## src/rtl/rst_seq_pkg.sv

```systemverilog
// Shared types and sizing helpers for the sequenced reset-release controller.
package rst_seq_pkg;

   typedef enum logic [2:0] {
      HOLD,
      WAIT_RDY,
      GAP,
      DONE,
      ERR
   } state_t;

   // A single counter serves the hold, gap and timeout intervals, so it is sized for the largest one.
   function automatic int cnt_width(input int hold_c, input int gap_c, input int tmo_c);
      int m;
      m = hold_c;
      if (gap_c > m) m = gap_c;
      if (tmo_c > m) m = tmo_c;
      return $clog2(m + 1);
   endfunction

endpackage

```

## src/rtl/rst_seq_cnt.sv

```systemverilog
// Loadable down-counter with zero flag; saturates at zero instead of wrapping.
module rst_seq_cnt #(
   parameter int W = 4
) (
   input  logic         i_clk,
   input  logic         i_load,
   input  logic [W-1:0] i_load_val,
   input  logic         i_en,
   output logic [W-1:0] o_count,
   output logic         o_zero
);

   logic [W-1:0] cnt_q, cnt_d;

   always_comb begin
      cnt_d = cnt_q;
      if (i_load)
         cnt_d = i_load_val;
      else if (i_en && (cnt_q != '0))
         cnt_d = cnt_q - W'(1);
   end

   // NOTE: no reset here; the parent asserts i_load while its reset is high.
   always_ff @(posedge i_clk) begin
      cnt_q <= cnt_d;
   end

   assign o_count = cnt_q;
   assign o_zero  = (cnt_q == '0);

endmodule

```

## src/rtl/rst_seq_ctrl.sv

```systemverilog
// Sequenced reset-release controller: releases domains in index order, waiting for each ready.
// Optional ready timeout enabled by defining RST_SEQ_TIMEOUT_EN.
module rst_seq_ctrl
   import rst_seq_pkg::*;
#(
   parameter int NUM_DOMAINS    = 4,
   parameter int HOLD_CYCLES    = 8,
   parameter int GAP_CYCLES     = 2,
   parameter int TIMEOUT_CYCLES = 256,
   localparam int IW = (NUM_DOMAINS > 1) ? $clog2(NUM_DOMAINS) : 1
) (
   input  logic                   i_clk,
   input  logic                   i_rst,
   input  logic                   i_req_reset,
   input  logic [NUM_DOMAINS-1:0] i_dom_rdy,
   output logic [NUM_DOMAINS-1:0] o_dom_rst,
   output logic                   o_done,
   output logic                   o_err,
   output logic [IW-1:0]          o_dom_idx
);

   localparam int CW = cnt_width(HOLD_CYCLES, GAP_CYCLES, TIMEOUT_CYCLES);
   localparam logic [CW-1:0] HOLD_LD = CW'(HOLD_CYCLES - 1);
   localparam logic [CW-1:0] GAP_LD  = CW'(GAP_CYCLES - 1);
`ifdef RST_SEQ_TIMEOUT_EN
   localparam logic [CW-1:0] TMO_LD  = CW'(TIMEOUT_CYCLES - 1);
   logic                   err_q;
`endif

   state_t                 state_q;
   logic [IW-1:0]          idx_q;
   logic [NUM_DOMAINS-1:0] dom_rst_q;
   logic                   done_q;

   logic          cnt_load, cnt_en, cnt_zero;
   logic [CW-1:0] cnt_ld_val, cnt_q;
   logic          rdy_cur, last_dom;
   logic [IW-1:0] idx_nxt;

   assign rdy_cur  = i_dom_rdy[idx_q];
   assign last_dom = (idx_q == IW'(NUM_DOMAINS - 1));
   assign idx_nxt  = idx_q + IW'(1);

   // NOTE: every output of this block gets a default first, so no latch is inferred.
   always_comb begin
      cnt_load   = 1'b0;
      cnt_ld_val = HOLD_LD;
      cnt_en     = 1'b0;
      if (i_rst) begin
         cnt_load = 1'b1;
      end else begin
         case (state_q)
            HOLD: begin
               cnt_en = 1'b1;
`ifdef RST_SEQ_TIMEOUT_EN
               if (cnt_zero) begin
                  cnt_load   = 1'b1;
                  cnt_ld_val = TMO_LD;
               end
`endif
            end
            WAIT_RDY: begin
               if (rdy_cur && !last_dom) begin
                  cnt_load   = 1'b1;
                  cnt_ld_val = GAP_LD;
               end
`ifdef RST_SEQ_TIMEOUT_EN
               else if (!rdy_cur) begin
                  cnt_en = 1'b1;
               end
`endif
            end
            GAP: begin
               cnt_en = 1'b1;
`ifdef RST_SEQ_TIMEOUT_EN
               if (cnt_zero) begin
                  cnt_load   = 1'b1;
                  cnt_ld_val = TMO_LD;
               end
`endif
            end
            DONE, ERR: cnt_load = i_req_reset;
            default: ;
         endcase
      end
   end

   rst_seq_cnt #(.W(CW)) u_cnt (
      .i_clk      (i_clk),
      .i_load     (cnt_load),
      .i_load_val (cnt_ld_val),
      .i_en       (cnt_en),
      .o_count    (cnt_q),
      .o_zero     (cnt_zero)
   );

   // NOTE: sequential state uses non-blocking assignments only.
   always_ff @(posedge i_clk) begin
      if (i_rst) begin
         state_q   <= HOLD;
         idx_q     <= '0;
         dom_rst_q <= '1;
         done_q    <= 1'b0;
`ifdef RST_SEQ_TIMEOUT_EN
         err_q     <= 1'b0;
`endif
      end else begin
         case (state_q)
            HOLD: begin
               if (cnt_zero) begin
                  state_q      <= WAIT_RDY;
                  idx_q        <= '0;
                  dom_rst_q[0] <= 1'b0;
               end
            end
            WAIT_RDY: begin
               if (rdy_cur) begin
                  if (last_dom) begin
                     state_q <= DONE;
                     done_q  <= 1'b1;
                  end else begin
                     state_q <= GAP;
                  end
               end
`ifdef RST_SEQ_TIMEOUT_EN
               else if (cnt_zero) begin
                  state_q   <= ERR;
                  err_q     <= 1'b1;
                  dom_rst_q <= '1;
                  done_q    <= 1'b0;
               end
`endif
            end
            GAP: begin
               if (cnt_zero) begin
                  state_q            <= WAIT_RDY;
                  idx_q              <= idx_nxt;
                  dom_rst_q[idx_nxt] <= 1'b0;
               end
            end
            DONE, ERR: begin
               if (i_req_reset) begin
                  state_q   <= HOLD;
                  idx_q     <= '0;
                  dom_rst_q <= '1;
                  done_q    <= 1'b0;
`ifdef RST_SEQ_TIMEOUT_EN
                  err_q     <= 1'b0;
`endif
               end
            end
            default: state_q <= HOLD;
         endcase
      end
   end

   // The hold interval always starts from a fresh load, never from a leftover count.
   always_ff @(posedge i_clk) begin
      if (!i_rst && state_q == HOLD)
         assert (cnt_q <= HOLD_LD);
   end

   assign o_dom_rst = dom_rst_q;
   assign o_done    = done_q;
   assign o_dom_idx = idx_q;
`ifdef RST_SEQ_TIMEOUT_EN
   assign o_err     = err_q;
`else
   assign o_err     = 1'b0;
`endif

endmodule

```

## config.mk

```make
export PLATFORM = sky130hd
export DESIGN_NAME = rst_seq_ctrl
export DESIGN_NICKNAME = d
export VERILOG_FILES = /design/src/rtl/rst_seq_pkg.sv /design/src/rtl/rst_seq_cnt.sv /design/src/rtl/rst_seq_ctrl.sv
export SDC_FILE = /design/constraint.sdc
export NUM_CORES = 1
export LEC_CHECK = 0
export BUFFER_PORTS_ARGS = -buffer_cell sky130_fd_sc_hd__buf_2
export CORE_ASPECT_RATIO = 1.1
export CORE_MARGIN = 3
export CORE_UTILIZATION = 45
export CTS_BUF_LIST = sky130_fd_sc_hd__clkbuf_8
export CTS_CLUSTER_SIZE = 40
export DETAILED_ROUTE_END_ITERATION = 6
export PLACE_DENSITY = 0.66
export SLEW_MARGIN = 40
export SYNTH_ARGS = -nofsm -noshare
export SYNTH_HDL_FRONTEND = slang
export SYNTH_SLANG_ARGS = --single-unit
export TNS_END_PERCENT = 5
```

## constraint.sdc

```tcl
create_clock -name i_clk -period 2.3 [get_ports i_clk]
set_input_delay 0.46 -clock i_clk [delete_from_list [all_inputs] [get_ports i_clk]]
set_output_delay 0.46 -clock i_clk [all_outputs]
set_load 0.02 [all_outputs]
```

-- After elaboration in Yosys (flattened, before gate mapping)
Index checks and enable logic that the tools add are counted.
- mux-type cells: 32
- add/sub/neg operators: 2
- bitwise gates (word level): 2
- equality and inequality tests: 11
- reductions and logical operators: 17
- order comparisons: 3
- operators by type and width (kind ; count):
    $mux 3 ; 6
    $mux 9 ; 2
    $mux 1 ; 11
    $ne 2x2->1 const B ; 5
    $logic_not 9->1 ; 1
    $pmux 3 s3 ; 1
    $reduce_bool 9->1 ; 1
    $sub 9x1->9 const B ; 1
    $mux 4 ; 2
    $reduce_and 4->1 ; 2
    $eq 3x2->1 const B ; 2
    $lt 2x3->1 const B ; 2
    $mux 2 ; 3
    $pmux 2 s3 ; 1
    $pmux 3 s2 ; 1
    $reduce_and 3->1 ; 2
    $reduce_bool 2->1 ; 3
    $and 4x4->4 ; 1
    $not 4->4 ; 1
    $pmux 1 s2 ; 2
    $reduce_or 2->1 ; 2
    $eq 3x1->1 const B ; 1
    $eq 3x3->1 const B ; 1
    $logic_and 1x1->1 ; 3
    10 further kinds ; 10
- word-level logic and storage cells: 73
- input port bits: 7
- output and inout bits: 8
- bits in registers: 19

-- Logic depth before layout (Yosys ltp)
Gate-level depths: netlist of run 1.
- word-level depth: 9
- gate-level depth with buffers: 6
- mapped depth without buffers: 5

-- By module
From an unflattened synthesis of run 1, not the netlist that was laid out.
- cell total of the unflattened synthesis: 100
- area total of the unflattened synthesis: 991.0 um2
- modules (own cells, without submodules) (module ; times used ; seq. area each (um2) ; area each (um2) ; cells each):
    rst_seq_cnt ; 1 ; 270.3 ; 514.2 ; 48
    rst_seq_ctrl ; 1 ; 180.2 ; 476.7 ; 52

-- Least setup slack after synthesis of run 1
OpenSTA, ideal clock, no wires.
- kind: register -> register
- from: reg idx_q[0] (netlist: o_dom_idx[0])
- to: reg u_cnt.cnt_q[0] (netlist: u_cnt.o_count[0]) (enable)
- library setup time: 0.310 ns
- path buffers: 0
- slack: 0.288 ns
- data arrival time: 1.703 ns
- cell stages (with the launch flop): 4
- data required time: 1.990 ns
- period minus slack after synthesis: 2.012 ns
- path through: dfxtp_1 -> mux4_2 -> a31o_2 -> nand2b_1
- word-level cells in the longest chain between the ends: 7
- elaborated cells between the ends (all ways): 9
- those cells by class: eq/ne (1); mux (5); reduce/logical (3)
- RTL lines (item ; line ; RTL):
    from (decl) ; rst_seq_ctrl.sv:31 ; logic [IW-1:0] idx_q;
    from (signal assigned) ; rst_seq_ctrl.sv:137 ; idx_q <= idx_nxt;
    $bmux 1 s2 or $eq 2x2->1 (tied branches) ; rst_seq_ctrl.sv:40, rst_seq_ctrl.sv:41 ;
    $mux 1 (implied by the code) or $logic_not 1->1 (tied branches) ; rst_seq_ctrl.sv:40, rst_seq_ctrl.sv:63 ;
    $logic_and 1x1->1 (*) ; rst_seq_ctrl.sv:63 ; if (rdy_cur && !last_dom) begin
    $mux 1 (*) ; rst_seq_ctrl.sv:63 ;
    $pmux 1 s2 (*) ; rst_seq_ctrl.sv:52 ; case (state_q)
    $mux 1 (*) ; rst_seq_ctrl.sv:49 ; if (i_rst) begin
    $reduce_bool 2->1 (no line) (*) ; n/a ;
    to (signal assigned) ; rst_seq_cnt.sv:25 ; cnt_q <= cnt_d;
    to (decl) ; rst_seq_cnt.sv:13 ; logic [W-1:0] cnt_q, cnt_d;
Every way passes the cells marked *; elsewhere a longest branch is shown, timed or not. The select of a mux whose other input is x is not followed.
A chain may end at the register's enable or synchronous reset.

-- Final worst setup path of run 1
- from: reg u_cnt.cnt_q[0] (netlist: u_cnt.o_count[0])
- to: reg u_cnt.cnt_q[6] (netlist: u_cnt.o_count[6]) (data pin)
- word-level cells in the longest chain between the ends: 3
- RTL lines (item ; line ; RTL):
    $sub 9x1->9 ; rst_seq_cnt.sv:20 ; cnt_d = cnt_q - W'(1);
    $mux 9 ; rst_seq_cnt.sv:19 ; else if (i_en && (cnt_q != '0))
    $mux 9 ; rst_seq_cnt.sv:17 ; if (i_load)
No other way between the ends. The select of a mux whose other input is x is not followed.

==> results of run 1 <==
-- cells by family (layout without fill, tap and decap cells) --
logic type / Yosys count / count (layout) / share of synthesized area [%]
AO/OA/AOI/OAI: 29 / 29 / 18.0
adder cells (fa/ha/maj): 5 / 5 / 6.42
XOR/XNOR: 2 / 2 / 1.80
multiplexers: 2 / 2 / 3.34
other: 1 / 1 / 0.385
AND/OR/NAND/NOR: 29 / 29 / 18.1
flip-flops: 18 / 18 / 46.2
buffers and inverters: 11 / 28 / 5.78
-- worst paths after layout --
| kind | endpoint | start | slack, ps | cells after the start |
|---|---|---|---|---|
| min reg2reg | o_dom_rst[1] | o_dom_rst[1] | 490 | 2 |
| max reg2reg | u_cnt.o_count[6] | u_cnt.o_count[0] | 100 | 6 |
| min | state_q[1] | i_rst | 480 | 2 |
| max | u_cnt.o_count[6] | u_cnt.o_count[0] | 100 | 6 |
-- final cells by class --
class,instances,area [sq um],area share (%)
Timing Repair Buffer,17,95.1,8.39
Clock buffer,3,41.3,3.64
Multi-Input combinational cell,68,482,42.5
Inverter,7,26.3,2.32
Sequential cell,18,450,39.7
Clock inverter,1,3.75,0.331
Tap cell,28,35.0,3.09
-- where the power goes --
| group | switching (uW) | internal, uW | total [uW] | leakage (uW) |
|---|---|---|---|---|
| Sequential | 11.4 | 346 | 358 | 0.000174 |
| Combinational | 27.6 | 21.5 | 49.1 | 0.000218 |
| Clock | 95.5 | 118 | 214 | 0.0000231 |
-- metal layers --
| layer | GRT usage (%) | vias to the layer above | wire length, um |
|---|---|---|---|
| li1 | - | 397 | - |
| met1 | 22.3 | 354 | 966 |
| met2 | 25.4 | 13 | 917 |
| met3 | 3.54 | 2 | 71 |
| met4 | 5.38 | 0 | 12 |
| met5 | 0 | - | 0 |
-- stage by stage --
step | setup WS [ps] | instance area [sq um] | power, uW | cells
2_1_floorplan | 288 | 975 | 394 | 97
3_3_place_gp | 118 | 1070 | 409 | 138
3_5_place_dp | 33.8 | 1070 | 412 | 138
4_1_cts | 26.2 | 1120 | 623 | 142
5_1_grt | 23.2 | 1130 | 650 | 142
6_report | 97.6 | 1130 | 621 | 142
-- cell usage in the layout (no fill, tap or decap), types with 2 or more instances in the layout --
| cell type | netlist | layout |
|---|---|---|
| o21ai_0 | 7 | 7 |
| clkbuf_8 | 1 | 3 |
| nor2_1 | 5 | 5 |
| buf_4 | 1 | 4 |
| edfxtp_1 | 9 | 9 |
| or3_2 | 2 | 2 |
| inv_1 | 7 | 7 |
| xnor2_1 | 2 | 2 |
| o31ai_1 | 2 | 2 |
| nor3_1 | 3 | 3 |
| ha_1 | 5 | 5 |
| a31oi_1 | 4 | 4 |
| a31o_2 | 2 | 2 |
| or2_2 | 2 | 2 |
| buf_2 | 1 | 13 |
| a21oi_1 | 10 | 10 |
| nand2_1 | 2 | 2 |
| or4_1 | 4 | 4 |
| dfxtp_1 | 9 | 9 |
-- state kept, by name, summed over array words and instances, names as in the netlist --
name and cells:
u_cnt.o_count 9, state_q 2, o_dom_idx 2, o_dom_rst 4
o_done 1
-- worst register-to-register path, cell delays in order, from the launching register on --
cell and delay [ps]:
edfxtp_1 450, inv_1 110, ha_1 230, or4b_4 520, buf_4 180, or3_2 400
a21oi_1 170
==> impl_metrics.json, run 1 <==
{
  "ctsLongestPathBuffers": 2,
  "synth.top_cell.area_share_pct": 27.7,
  "min_period_over_period_pct": 95.8,
  "timing.hold.ws_ps": 478,
  "cts_setup_buffers": 0,
  "syn-cell-area_sq_um": 975,
  "finalMaxSlewViolations": 0,
  "status": "finished, final reports clean",
  "hold_class": "input pin to flip-flop",
  "yosysWarnings": 0,
  "crit_fanout": 6,
  "final.min_clock_period_ps": 2200,
  "yosys.cell_count.top_type": "a21oi_1",
  "ys_ff_latch": 18,
  "yosysTopAreaCell": "edfxtp_1",
  "final_layout_size_suffix_gt1_share_pct": 27.2,
  "finClkSkew_ps": 1.48,
  "cts-root-buf": "clkbuf_8",
  "start_util_pct": 48.2,
  "drt_iter0_drc": 20,
  "timing.critical_path.max_delay_family": "simple AND/OR/NAND/NOR gates",
  "wl_per_cell_um": 13.9,
  "cts.sinks": 18,
  "synthArstFlopShare_pct": 0,
  "power.static_leakage_uw": 0.000414,
  "setup_violations": 0,
  "vias_in_the_first_global_route": 716,
  "critPathLaunchType": "flip-flop",
  "syn-instance-count": 97,
  "vdd_ir_drop_max_v": 0.000307,
  "synth_cell_types": 37,
  "drtAntennaViolNets": 0,
  "clock_insertion_delay_worst_skew_ps": 240,
  "route.vias.total": 766,
  "die_width_um": 50.4,
  "critPathCaptureType": "flip-flop",
  "vias_per_cell": 5.39,
  "tritoncts.num_buffers": 3,
  "required_ps": 2390,
  "synth_flop_cell": "edfxtp_1",
  "grt_first_pass_wirelength_um": 3310,
  "synth_edf_count": 9,
  "setup_total_negative_slack_ps": 0,
  "critical_path_buf_inv_count": 2,
  "detail_route.first_pass.iterations": 4,
  "grt_setup_unrepaired": "no",
  "layout.filler_cells": 184,
  "resized_gates_after_cts": 0,
  "rows": 17,
  "path_class": "flip-flop to flip-flop",
  "slowest_stage": "or4b_4",
  "clock_input_transition_at_the_sequential_cells_of_the_worst_setup_and_hold_paths_ps": 60,
  "drc": 0,
  "synthTopCellsByArea": "edfxtp_1, dfxtp_1, ha_1",
  "hold_buffers": 0,
  "final_net_count": 127,
  "cp_data_arrival_time_ps": 2300,
  "power.density_cell_area_mw_per_mm2": 547,
  "clock_tree_from_tritoncts": "built",
  "max_cap_viol_count": 0,
  "synth_sequential_area_ratio_pct": 46.2,
  "ys_top_cells_by_count": "a21oi_1, dfxtp_1, edfxtp_1",
  "dpl.hpwl_um": 1560,
  "gpl_wtd_cong": 0.781,
  "grt_start_max_net_pins": 13,
  "globalRoute.totalOverflow": 0,
  "hold_viol_final": 0,
  "finalWirelength_um": 1970,
  "n_antenna_cell": 0,
  "core_ar_sq_mm": 0.00202,
  "die-area_sq_mm": 0.00276,
  "synth_area_per_cell_sq_um": 10.0,
  "maximum_operating_frequency_ghz": 0.454,
  "count_of_buffers_inserted_at_the_top_level_ports": 13,
  "io-pin-count": 15,
  "worst_path_largest_cell_delay_ps": 520,
  "htree_levels": 1,
  "finish.utilization_pct": 56.1,
  "die_h_um": 54.8,
  "area.growth.synth_to_final_pct": 16.3,
  "grt_usage_pct": 16.2,
  "antenna_found_initial": 0,
  "synth_fp_nets": 109,
  "cp_cell_sequence": "inv_1 > ha_1 > or4b_4 > buf_4 > or3_2 > a21oi_1"
}
No activity file was read; power rests on OpenSTA's default activity.
==> inputs of run 2 (changes only) <==
ABC_AREA = 1   (was unset)
PLACE_DENSITY = 0.65   (was 0.66)
==> run 2 against run 1 <==
  * Non-clock buffer count decreased by 3
  * Count of clock-buffer cells in the layout increased by 1
  * Clock skew increased by 5.0 ps
  * Via count increased by 16%
  * Fmax increased by 27%
  * First-iteration DRC count increased by 45%
  * Global-route usage decreased by 0.41 points
  * Hold slack got worse by 30 ps
  * Sequential share of layout area decreased by 2.9 points
  * Critical path depth increased by 2
  * Final cell count increased by 30%
  * Wire length increased by 1.0%
==> impl_metrics.json, run 2 <==
{
  "start_util_pct": 50.5,
  "die_width_um": 52.6,
  "syn-instance-count": 140,
  "area.growth.synth_to_final_pct": 13.7,
  "dpl.hpwl_um": 1550,
  "hold_buffers": 0,
  "power.density_cell_area_mw_per_mm2": 547,
  "core_ar_sq_mm": 0.00213,
  "syn-cell-area_sq_mm": 0.00107,
  "power_frac_clock_pct": 40.0,
  "multi_input_area_sq_um": 504,
  "antenna_found_initial": 0,
  "grt_usage_pct": 15.8,
  "synth_area_per_cell_sq_um": 7.68,
  "hold_viol_final": 0,
  "finalWirelength_um": 1990,
  "n_antenna_cell": 0,
  "drtAntennaViolNets": 0,
  "setup_violations": 0,
  "largest_reg_flops": 9,
  "grt_setup_unrepaired": "no",
  "globalRoute.totalOverflow": 0,
  "clock_insertion_delay_worst_skew_ps": 260,
  "critPathCaptureType": "flip-flop",
  "synth_edf_count": 9,
  "holdPathEnd": "o_done",
  "ys_top_cells_by_count": "nand2_1, inv_1, nor2_1",
  "max_cap_viol_count": 0,
  "layout_common_cells": "nand2_1, inv_1, nor2_1",
  "timing.rr.start": "u_cnt.o_count[0]",
  "dpl-instance-area_sq_mm": 0.00117,
  "vias_per_cell": 4.82,
  "detail_route.first_pass.iterations": 4,
  "yosysWarnings": 0,
  "synth_sequential_area_ratio_pct": 41.9,
  "finalMaxSlewViolations": 0,
  "seq_area_sq_um": 450,
  "rrSetupSlack_ps": 570,
  "hp-start": "o_done",
  "post-layout-total-power_uw": 669,
  "final_common_cell": "nand2_1",
  "required_ps": 2320,
  "clock_tree_from_tritoncts": "built",
  "layout.filler_cells": 218,
  "gpl_wtd_cong": 0.850,
  "synthTopCellsByArea": "edfxtp_1, dfxtp_1, nand2_1",
  "tritoncts.num_buffers": 3,
  "hold_crit_depth": 2,
  "route.vias.total": 887,
  "drt_iter0_drc": 29,
  "p_sw_share_pct": 22.8,
  "synth_fp_nets": 152,
  "synth.top_cell.area_share_pct": 25.1,
  "final_layout_size_suffix_gt1_share_pct": 17.3,
  "r2r_cells": 8,
  "clock_input_transition_at_the_sequential_cells_of_the_worst_setup_and_hold_paths_ps": 70,
  "yosysTopAreaCell": "edfxtp_1",
  "min_period_over_period_pct": 75.2,
  "hold_class": "flip-flop to flip-flop",
  "die-area_sq_mm": 0.00301,
  "final_cell_area_sq_mm": 0.00122,
  "power.static_leakage_uw": 0.000616,
  "ys_ff_latch": 18,
  "net_switching_power_figure_uw": 152,
  "final.min_clock_period_ps": 1730,
  "crit_fanout": 10,
  "cts-root-buf": "clkbuf_8",
  "vias_in_the_first_global_route": 840,
  "setup_total_negative_slack_ps": 0,
  "cts.sinks": 18,
  "combinationalPowerShare_pct": 7.5,
  "internal-power_uw": 517,
  "cp_data_arrival_time_ps": 1750,
  "count_of_buffers_inserted_at_the_top_level_ports": 13,
  "grt_start_max_net_pins": 13,
  "seq_power_share_pct": 52.5,
  "final_net_count": 169,
  "vdd_ir_drop_max_v": 0.000306,
  "rows": 17,
  "critPathLaunchType": "flip-flop",
  "resized_gates_after_cts": 0,
  "synthArstFlopShare_pct": 0,
  "cts_setup_buffers": 0,
  "htree_levels": 1,
  "crit-reg2reg-capture": "u_cnt.o_count[5]",
  "grt_first_pass_wirelength_um": 3560,
  "ctsLongestPathBuffers": 2,
  "synth_cell_types": 20,
  "maximum_operating_frequency_ghz": 0.578,
  "die_h_um": 57.3,
  "wl_per_cell_um": 10.8,
  "drc": 0,
  "status": "finished, final reports clean",
  "synth_flop_cell": "edfxtp_1",
  "yosys.cell_count.top_type": "nand2_1",
  "io-pin-count": 15,
  "path_class": "flip-flop to flip-flop",
  "finClkSkew_ps": 6.48
}
==> run 2: layout make-up <==
| cell class | instances | area share, % |
|---|---|---|
| Sequential cell | 18 | 36.8 |
| Tap cell | 28 | 2.87 |
| Clock buffer | 4 | 4.50 |
| Multi-Input combinational cell | 92 | 41.2 |
| Inverter | 28 | 8.60 |
| Timing Repair Buffer | 14 | 5.94 |
==> run 2: metal layers <==
layer	vias up	track usage [%]	routed length [um]
li1	462	-	-
met1	395	18.8	907
met2	21	26.1	946
met3	9	2.35	66
met4	0	9.85	69
met5	-	0	0
==> run 2: kinds of logic after synthesis <==
group / Yosys count / share of synthesized area, %
fa+ha+maj: 5 / 5.82
compound gates: 6 / 2.79
flops: 18 / 41.9
xor+xnor: 7 / 5.70
buf+inv: 30 / 11.2
other cells: 1 / 0.349
simple gates: 73 / 32.2
==> run 2: worst max path at each step <==
stage	from	end
4_1_cts	u_cnt.o_count[0]	u_cnt.o_count[5]
2_1_floorplan	u_cnt.o_count[0]	u_cnt.o_count[0]
6_report	u_cnt.o_count[0]	u_cnt.o_count[5]
3_5_place_dp	u_cnt.o_count[0]	u_cnt.o_count[5]
5_1_grt	u_cnt.o_count[0]	u_cnt.o_count[3]
3_3_place_gp	u_cnt.o_count[0]	u_cnt.o_count[5]
==> run 2: power by group through the flow <==
stage	clock network (uW)	registers (uW)	logic [uW]
2_1_floorplan	0	357	38.9
3_3_place_gp	0	358	49.9
3_5_place_dp	0	359	50.5
4_1_cts	271	351	50.8
5_1_grt	280	352	59.6
6_report	267	351	50.5
==> run 2: critical path, stage by stage, from the launching register on <==
cell	delay (ps)
edfxtp_1	390
inv_1	110
ha_1	250
nand2_1	70
nor2_1	110
nand3_1	120
nand2_1	130
nand4_1	90
buf_4	200
==> run 2: per-stage QoR <==
stage               cells  hold WS [ps]  util (%)  setup slack, ps
floorplan             140           522         -              583
global placement      180           428      54.9              684
detailed placement    180           438      54.9              595
CTS                   184           449      57.5              576
global route          184           467      57.5              459
finish                184           447      57.5              569
==> inputs of run 3 (changes only) <==
clock period = 1.8 ns   (was 2.3 ns; I/O delays follow)
==> run 3 against run 2 <==
  * Sequential cell count did not move
  * Design area fell by 0.41%
  * Die area did not move
  * Critical path depth did not move
  * Non-clock buffer count did not move
  * Sequential power rose by 28%
  * Sequential share of layout area rose by 0.15 points
  * Clock skew fell by 5.5 ps
  * Register-to-register slack got worse by 460 ps
  * Critical path type unchanged
  * Critical endpoint is now u_cnt.o_count[2]
  * Largest cell class unchanged
  * Highest routed layer unchanged
==> impl_metrics.json, run 3 (same netlist as run 2, synthesis figures left out) <==
{
  "status": "finished, final reports clean",
  "vdd_ir_drop_max_v": 0.000406,
  "required_ps": 1810,
  "final_critical_path_setup_slack_ps": 107,
  "rows": 17,
  "finalMaxSlewViolations": 0,
  "power.density_cell_area_mw_per_mm2": 656,
  "n_antenna_cell": 0,
  "largest_reg_flops": 9,
  "crit_fanout": 10,
  "hold_buffers": 0,
  "start_util_pct": 50.5,
  "die_h_um": 57.3,
  "setup_total_negative_slack_ps": 0,
  "hp-start": "i_rst",
  "drtAntennaViolNets": 0,
  "cts-root-buf": "clkbuf_8",
  "drt_iter0_drc": 12,
  "io-pin-count": 15,
  "die-area_sq_mm": 0.00301,
  "min_period_over_period_pct": 94.1,
  "core_ar_sq_mm": 0.00213,
  "grt_start_max_net_pins": 13,
  "die_width_um": 52.6,
  "rrSetupSlack_ps": 110,
  "grt_setup_unrepaired": "no",
  "hold_viol_final": 0,
  "cts.sinks": 18,
  "grt_usage_pct": 15.3,
  "dp_slack_ps": 101,
  "drc": 0,
  "vias_per_cell": 4.82,
  "clock_input_transition_at_the_sequential_cells_of_the_worst_setup_and_hold_paths_ps": 70,
  "critPathLaunchType": "flip-flop",
  "finClkSkew_ps": 0.953,
  "vias_in_the_first_global_route": 842,
  "finalWirelength_um": 2020,
  "clock_insertion_delay_worst_skew_ps": 250,
  "ctsLongestPathBuffers": 2,
  "gpl_wtd_cong": 0.855,
  "cts_setup_buffers": 0,
  "timing.rr.start": "u_cnt.o_count[0]",
  "cp-endpoint": "u_cnt.o_count[2]",
  "hold_class": "input pin to flip-flop",
  "resized_gates_after_cts": 0,
  "critPathCaptureType": "flip-flop",
  "area.growth.synth_to_final_pct": 13.3,
  "detail_route.first_pass.iterations": 4,
  "grt_first_pass_wirelength_um": 3480,
  "final_layout_size_suffix_gt1_share_pct": 17.9,
  "power.static_leakage_uw": 0.000612,
  "route.vias.total": 887,
  "worst_setup_path_startpoint": "u_cnt.o_count[0]",
  "antenna_found_initial": 0,
  "setup_violations": 0,
  "layout.filler_cells": 191,
  "htree_levels": 1,
  "globalRoute.totalOverflow": 0,
  "final.min_clock_period_ps": 1690,
  "dpl.hpwl_um": 1550,
  "tritoncts.num_buffers": 3,
  "count_of_buffers_inserted_at_the_top_level_ports": 13,
  "cp_data_arrival_time_ps": 1710,
  "maximum_operating_frequency_ghz": 0.591,
  "r2r_cells": 8,
  "max_cap_viol_count": 0,
  "clock_tree_from_tritoncts": "built",
  "wl_per_cell_um": 11.0,
  "layout_common_cells": "inv_1, nand2_1, nor2_1",
  "crit-reg2reg-capture": "u_cnt.o_count[2]",
  "final_net_count": 169,
  "path_class": "flip-flop to flip-flop"
}
run 3: cell type report:
type	count	area [sq um]	area share, %
clock inverters	1	3.75	0.308
clock buffers	3	41.3	3.39
well taps	28	35.0	2.88
inverters	28	105	8.63
multi-input cells	92	509	41.8
flip-flops and latches	18	450	37.0
repair buffers	14	72.6	5.96
run 3: layer usage:
metal | wire length (um) | part of all wire (%) | global-route usage [%] | up-vias
met5 | 0 | 0 | 0 | -
met4 | 42 | 2.1 | 6.57 | 0
met3 | 47 | 2.3 | 2.35 | 7
met2 | 987 | 49 | 25.0 | 17
met1 | 946 | 47 | 19.7 | 401
li1 | - | - | - | 462
run 3: per-stage QoR:
step	utilization, %	area [sq um]	instances	total power [uW]	hold slack [ps]
after floorplan	-	1070	140	506	522
after global placement	54.9	1170	180	521	428
after detailed placement	54.9	1170	180	523	432
after CTS	57.0	1210	184	808	439
after global routing	57.2	1220	184	833	454
final	57.2	1220	184	799	441
run 3: where the power goes:
part / internal [uW] / switching, uW
sequential: 440 / 8.72
combinational: 26.3 / 39.0
clock: 152 / 133
total: 618 / 181
run 3: worst min path at each step:
stage | cells past startpoint | slack [ps] | to
finish | 3 | 440 | o_dom_rst[0]
global route | 2 | 450 | o_dom_rst[2]
CTS | 3 | 440 | o_dom_rst[0]
detailed placement | 2 | 430 | o_dom_rst[2]
global placement | 2 | 430 | o_dom_rst[1]
floorplan | 2 | 520 | o_dom_rst[1]
run 3: worst max-delay path, stage by stage, from the launching register on:
cell      delay [ps]
edfxtp_1         400
inv_1            110
ha_2             220
nand2_1           60
nor2_1           100
nand3_1          140
nand2_2          120
nand4_1           90
buf_4            200
